<file path="config.mk">
export PLATFORM = sky130hd
export DESIGN_NAME = ps2_key_state_decoder
export DESIGN_NICKNAME = d
export VERILOG_FILES = /design/src/rtl/ps2_key_state_decoder_pkg.sv /design/src/rtl/ps2_key_state_decoder_scancode_to_key_index.sv /design/src/rtl/ps2_key_state_decoder.sv
export SDC_FILE = /design/constraint.sdc
export NUM_CORES = 1
export LEC_CHECK = 0
export BUFFER_PORTS_ARGS = -buffer_cell sky130_fd_sc_hd__buf_4
export CORE_ASPECT_RATIO = 1.75
export CORE_UTILIZATION = 29
export DETAILED_ROUTE_END_ITERATION = 16
export GPL_TIMING_DRIVEN = 1
export PLACE_DENSITY = 0.5
export SLEW_MARGIN = 10
export SYNTH_ARGS = -nofsm -noshare
export SYNTH_HDL_FRONTEND = slang
export SYNTH_SLANG_ARGS = --single-unit
</file>
<file path="constraint.sdc">
create_clock -name clk -period 6.4 [get_ports clk]
set_input_delay 1.28 -clock clk [delete_from_list [all_inputs] [get_ports clk]]
set_output_delay 1.28 -clock clk [all_outputs]
set_load 0.05 [all_outputs]
</file>
<file path="src/rtl/ps2_key_state_decoder_pkg.sv">
// Shared constants for the PS/2 key-state decoder: key indices, special
// scan-code bytes and parser state encodings.
package ps2_key_state_decoder_pkg;

  localparam int NUMBER_OF_KEYBOARD_INPUTS = 16;

  // Key indices into inputStateStorage
  localparam int KEY_SPACEBAR  = 0;
  localparam int KEY_BACKSLASH = 1;
  localparam int KEY_R         = 2;
  localparam int KEY_PIANO_A   = 3;   // 1C
  localparam int KEY_PIANO_W   = 4;   // 1D
  localparam int KEY_PIANO_S   = 5;   // 1B
  localparam int KEY_PIANO_E   = 6;   // 24
  localparam int KEY_PIANO_D   = 7;   // 23
  localparam int KEY_PIANO_F   = 8;   // 2B
  localparam int KEY_PIANO_T   = 9;   // 2C
  localparam int KEY_PIANO_G   = 10;  // 34
  localparam int KEY_PIANO_Y   = 11;  // 35
  localparam int KEY_PIANO_H   = 12;  // 33
  localparam int KEY_PIANO_U   = 13;  // 3C
  localparam int KEY_PIANO_J   = 14;  // 3B
  localparam int KEY_PIANO_K   = 15;  // 42

  // Special bytes in the PS/2 stream
  localparam logic [7:0] SC_BREAK  = 8'hF0;
  localparam logic [7:0] SC_EXT    = 8'hE0;
  localparam logic [7:0] SC_PAUSE  = 8'hE1;
  localparam logic [7:0] SC_OVR_LO = 8'h00;
  localparam logic [7:0] SC_OVR_HI = 8'hFF;
  localparam logic [7:0] SC_BAT    = 8'hAA;
  localparam logic [7:0] SC_ACK    = 8'hFA;
  localparam logic [7:0] SC_RESEND = 8'hFE;
  localparam logic [7:0] SC_ECHO   = 8'hEE;

  // Bytes following E1 in the pause sequence
  localparam logic [2:0] PAUSE_TAIL_LEN = 3'd7;

  typedef enum logic [2:0] {
    ST_IDLE   = 3'd0,
    ST_BRK    = 3'd1,
    ST_EXT    = 3'd2,
    ST_EXTBRK = 3'd3,
    ST_PAUSE  = 3'd4
  } parse_state_e;

endpackage

</file>
<file path="src/rtl/ps2_key_state_decoder_scancode_to_key_index.sv">
// Combinational lookup from (extended flag, scan code) to a key index.
module scancode_to_key_index
  import ps2_key_state_decoder_pkg::*;
#(
  parameter int NUM_KEYS = NUMBER_OF_KEYBOARD_INPUTS,
  localparam int IW = (NUM_KEYS > 1) ? $clog2(NUM_KEYS) : 1
) (
  input  logic          ext,
  input  logic [7:0]    code,
  output logic          hit,
  output logic [IW-1:0] index
);

  int k;

  // Fixed table; E0-prefixed codes are kept distinct and none are mapped.
  always_comb begin
    k = -1;
    case ({ext, code})
      9'h029: k = KEY_SPACEBAR;
      9'h05D: k = KEY_BACKSLASH;
      9'h02D: k = KEY_R;
      9'h01C: k = KEY_PIANO_A;
      9'h01D: k = KEY_PIANO_W;
      9'h01B: k = KEY_PIANO_S;
      9'h024: k = KEY_PIANO_E;
      9'h023: k = KEY_PIANO_D;
      9'h02B: k = KEY_PIANO_F;
      9'h02C: k = KEY_PIANO_T;
      9'h034: k = KEY_PIANO_G;
      9'h035: k = KEY_PIANO_Y;
      9'h033: k = KEY_PIANO_H;
      9'h03C: k = KEY_PIANO_U;
      9'h03B: k = KEY_PIANO_J;
      9'h042: k = KEY_PIANO_K;
      default: k = -1;
    endcase
  end

  // Keys beyond a narrowed NUM_KEYS simply miss
  assign hit   = (k >= 0) && (k < NUM_KEYS);
  assign index = IW'(k);

endmodule

</file>
<file path="src/rtl/ps2_key_state_decoder.sv">
// PS/2 byte-stream parser: make/break/E0 handling, pause-sequence skip,
// prefix timeout and overrun recovery, producing held-key state and
// one-cycle new-press pulses.
module ps2_key_state_decoder
  import ps2_key_state_decoder_pkg::*;
#(
  parameter int NUM_KEYS       = NUMBER_OF_KEYBOARD_INPUTS,
  parameter int PREFIX_TIMEOUT = 2_500_000
) (
  input  logic                clk,
  input  logic                resetn,
  input  logic [7:0]          scanCode,
  input  logic                scanCodeValid,
  output logic [NUM_KEYS-1:0] inputStateStorage,
  output logic [NUM_KEYS-1:0] newPress,
  output logic                sequenceError
);

  localparam int IW = (NUM_KEYS > 1) ? $clog2(NUM_KEYS) : 1;
  localparam int TW = $clog2(PREFIX_TIMEOUT + 1);
  localparam logic [TW-1:0] TMO_LAST = TW'(PREFIX_TIMEOUT - 1);

  parse_state_e        state_q, state_d;
  logic [2:0]          pause_q, pause_d;
  logic [TW-1:0]       tmo_q, tmo_d;
  logic [NUM_KEYS-1:0] keys_q, keys_d;
  logic [NUM_KEYS-1:0] np_q, np_d;
  logic                err_q, err_d;

  logic          map_ext;
  logic          map_hit;
  logic [IW-1:0] map_idx;

  assign map_ext = (state_q == ST_EXT) || (state_q == ST_EXTBRK);

  scancode_to_key_index #(.NUM_KEYS(NUM_KEYS)) u_map (
    .ext   (map_ext),
    .code  (scanCode),
    .hit   (map_hit),
    .index (map_idx)
  );

  // Next-state: a byte always takes precedence over timeout expiry
  always_comb begin
    state_d = state_q;
    pause_d = pause_q;
    tmo_d   = tmo_q;
    keys_d  = keys_q;
    np_d    = '0;
    err_d   = 1'b0;
    if (scanCodeValid) begin
      tmo_d = '0;
      case (state_q)
        ST_IDLE: begin
          case (scanCode)
            SC_BREAK: state_d = ST_BRK;
            SC_EXT:   state_d = ST_EXT;
            SC_PAUSE: begin
              state_d = ST_PAUSE;
              pause_d = PAUSE_TAIL_LEN;
            end
            SC_OVR_LO, SC_OVR_HI: begin
              keys_d = '0;
              err_d  = 1'b1;
            end
            SC_BAT, SC_ACK, SC_RESEND, SC_ECHO: ;
            default: if (map_hit) begin
              keys_d[map_idx] = 1'b1;
              np_d[map_idx]   = ~keys_q[map_idx];
            end
          endcase
        end
        ST_EXT: begin
          if (scanCode == SC_BREAK) begin
            state_d = ST_EXTBRK;
          end else begin
            state_d = ST_IDLE;
            if (map_hit) begin
              keys_d[map_idx] = 1'b1;
              np_d[map_idx]   = ~keys_q[map_idx];
            end
          end
        end
        ST_BRK, ST_EXTBRK: begin
          state_d = ST_IDLE;
          if (map_hit) keys_d[map_idx] = 1'b0;
        end
        ST_PAUSE: begin
          if (pause_q <= 3'd1) begin
            state_d = ST_IDLE;
            pause_d = '0;
          end else begin
            pause_d = pause_q - 3'd1;
          end
        end
        default: state_d = ST_IDLE;
      endcase
    end else if (state_q != ST_IDLE) begin
      if (tmo_q == TMO_LAST) begin
        state_d = ST_IDLE;
        pause_d = '0;
        tmo_d   = '0;
        err_d   = 1'b1;
      end else begin
        tmo_d = tmo_q + TW'(1);
      end
    end
  end

  // Parser state and registered outputs
  always_ff @(posedge clk) begin
    if (resetn) begin
      state_q <= ST_IDLE;
      pause_q <= '0;
      tmo_q   <= '0;
      keys_q  <= '0;
      np_q    <= '0;
      err_q   <= 1'b0;
    end else begin
      state_q <= state_d;
      pause_q <= pause_d;
      tmo_q   <= tmo_d;
      keys_q  <= keys_d;
      np_q    <= np_d;
      err_q   <= err_d;
    end
  end

  assign inputStateStorage = keys_q;
  assign newPress          = np_q;
  assign sequenceError     = err_q;

endmodule

</file>
==> results.cfg <==
[grt]
first_global_vias = 3177
grt_remaining_overflow = 0
grt_pass1_wl_mm = 15.91
antenna_found_initial = 0
grtUsageTotal_pct = 16.58
grt_max_degree = 26

[finish]
final_common_cell = nor2_1
fin_util_pct = 35.20
stdcell_count = 598
final_cell_area_sq_mm = 0.004099
nFillCells = 1203
finalNetCount = 471
layout-drive-gt1-share_pct = 17.71
antenna_cells = 0
regArea_sq_mm = 0.001221
final_cell_mix = nor2_1, dfxtp_1, buf_4
multi_input_area_sq_mm = 0.002078
syn_to_final_growth_pct = 17.67

[synth]
synth-simple-area-share_pct = 35.92
seq_area_frac_synth_pct = 35.06
syn_inst = 433
synth-seq-cells = 61
synth_area_leaders = dfxtp_1, nor2_1, nand2_1
ys_types = 73
synth_xor_area_share_pct = 6.034
synth_edf_count = 0
synth-async-reset-ratio_pct = 0
synth_top_family_by_area = simple AND/OR/NAND/NOR gates
synth.top_cell.area_share_pct = 35.06
postSynthAreaPerCell_sq_um = 8.045
synth_mux_area_share_pct = 1.042
synthFlopType = dfxtp_1
syn_area_sq_mm = 0.003483
yosys.area.top_type = dfxtp_1
synth_compound_area_share_pct = 15.95
yosys_warnings = 0
syn_nets = 446
synth-adder-area-share_pct = 0.7184

[hold_path]
hold_path.class = reg2reg

[power_and_ir_drop]
pwr-share-comb_pct = 6.2
totalPowerFinal_uw = 882.4
seq_power_share_pct = 43.2
p_leak_nw = 1.442
p_sw_uw = 214.0
p_per_area_mw_per_mm2 = 215.3
irDropWorstVdd_mv = 0.1375
pwr-share-clk_pct = 50.6
sw_frac_of_total_pct = 24.25
p_int_uw = 668.4

[detailed_routing]
drtAntennaViolNets = 0
viasPerCell = 5.396
dr.pass1.iters = 5
drt_iter0_markers = 120
drc = 0
wirelength_mm = 9.995
avgRoutedWirePerCell_um = 16.71
vias = 3227

[placed_design]
dp_slack_ns = 2.263
dpl.cell_count = 582
post_dp_cell_area_sq_mm = 0.003821
io_buffers = 43
gp_congestion = 0.8677
dp.final_hpwl_mm = 7.466

[timing]
setup_ws_ns = 2.664
skew_ns = 0.004883
setup_viol = 0
worst_slew_pin_slew_ns = 1.254
slew_viol_final = 0
period_share_pct = 58.38
hold_slack_ns = 0.4732
slew_headroom_pct = 15.85
clock.fmax_mhz = 267.7
post-route-min-period_ns = 3.736
tns_ns = 0
report.final.hold_viol_count = 0
rsz0062_at_grt = no

[clocking]
cts_inserted_buffers = 9
cts-root-buf = clkbuf_16
cts_tree = yes
ctsResizeCount = 0
h-tree-depth = 3
clk_latency_ns = 0.33
clock_sinks = 61
cts_setup_buffers = 0
cts.path.max_buffers = 2
clk_pin_slew_ns = 0.05
cts.hold.buffers_added = 0

[critical_path]
cp_max_fo = 17
crit_path_max_incr_delay_ns = 1.01
critPathSlowestCell = o21ai_1
cp-end-kind = flop
cp.arrival_ns = 4.00
crit_type = in2reg
start_kind = input port
cp.required_ns = 6.67
cp_cell_sequence = buf_4 > or3b_1 > nor3_1 > a32o_1 > a21boi_1 > a31oi_1 > o21ai_1 > o21ai_0 > a21oi_1

[floorplan]
die-height_um = 147.0
initial_core_util_pct = 29.91
fp.coreArea_sq_mm = 0.01165
row_count = 52
fp.dieW_um = 84.85
die_area_sq_mm = 0.01247
num_io_pins = 44

[outcome]
status = finished, final reports clean

[run]
cap_violations = 0
==> cell families after synthesis <==
group,Yosys count
flops,61
buf+inv,37
mux,3
xor+xnor,24
fa+ha+maj,2
simple gates,226
compound gates,80
==> metal layers <==
metal / vias to the layer above / track usage (%) / part of all wire [%]
li1: 1582 / - / -
met1: 1531 / 15.77 / 36
met2: 76 / 31.50 / 55
met3: 38 / 3.146 / 3.3
met4: 0 / 11.10 / 6.0
met5: - / 0 / 0
==> sequential cells by signal, indices dropped and copies added, names as in the netlist <==
register	count
inputStateStorage	16
newPress	16
pause_q	3
sequenceError	1
state_q	3
tmo_q	22
==> critical path, delay by kind of cell <==
family | cells | cell delay [ns]
compound gates | 6 | 2.21
simple gates | 2 | 0.33
buf+inv | 1 | 0.18
==> final timing paths <==
path | start | endpoint | slack [ns] | cells past startpoint
setup / recovery | scanCode[4] | inputStateStorage[15]$_SDFFE_PP0P_ | 2.66 | 9
hold / removal | tmo_q[1]$_SDFFE_PP0N_ | tmo_q[1]$_SDFFE_PP0N_ | 0.47 | 2
setup reg to reg | state_q[1]$_SDFFE_PP0P_ | inputStateStorage[15]$_SDFFE_PP0P_ | 2.82 | 8
hold reg to reg | tmo_q[1]$_SDFFE_PP0N_ | tmo_q[1]$_SDFFE_PP0N_ | 0.47 | 2
==> power by group through the flow <==
stage | Combinational, mW | Clock, mW | Sequential [mW]
final | 0.0547 | 0.447 | 0.381
after detailed placement | 0.0544 | 0 | 0.389
after floorplan | 0.0418 | 0 | 0.390
after CTS | 0.0546 | 0.456 | 0.381
after global routing | 0.0593 | 0.472 | 0.381
after global placement | 0.0543 | 0 | 0.389
==> cell usage after synthesis (all sizes together), types with 2 or more instances <==
cell type  instances
clkbuf            11
and4               3
nand4              7
nor4b              5
o211ai             2
nand4b             3
xor2              13
dfxtp             61
ha                 2
a31oi              3
nor3b              5
nand2             43
inv                8
or3b               3
nand4bb            2
a32o               2
mux2               2
a21oi             27
nor2              72
or4b               3
nor3              13
a21boi             3
a32oi              2
xnor2             11
a221oi             2
and2               2
nand3             18
or3                6
and3               7
a211o              2
nor4              11
a2111oi            3
nand2b             8
buf               18
o21ai             23
nor2b              6
nand3b             3
==> cell type report <==
class                   count  share of cell area (%)
multi-input cells         335                   50.70
flip-flops and latches     61                   29.79
repair buffers             43                   7.875
clock buffers              10                   5.830
well taps                 135                   4.121
clock inverters             6                  0.9463
inverters                   8                  0.7326
(Power assumes the default switching activity.)
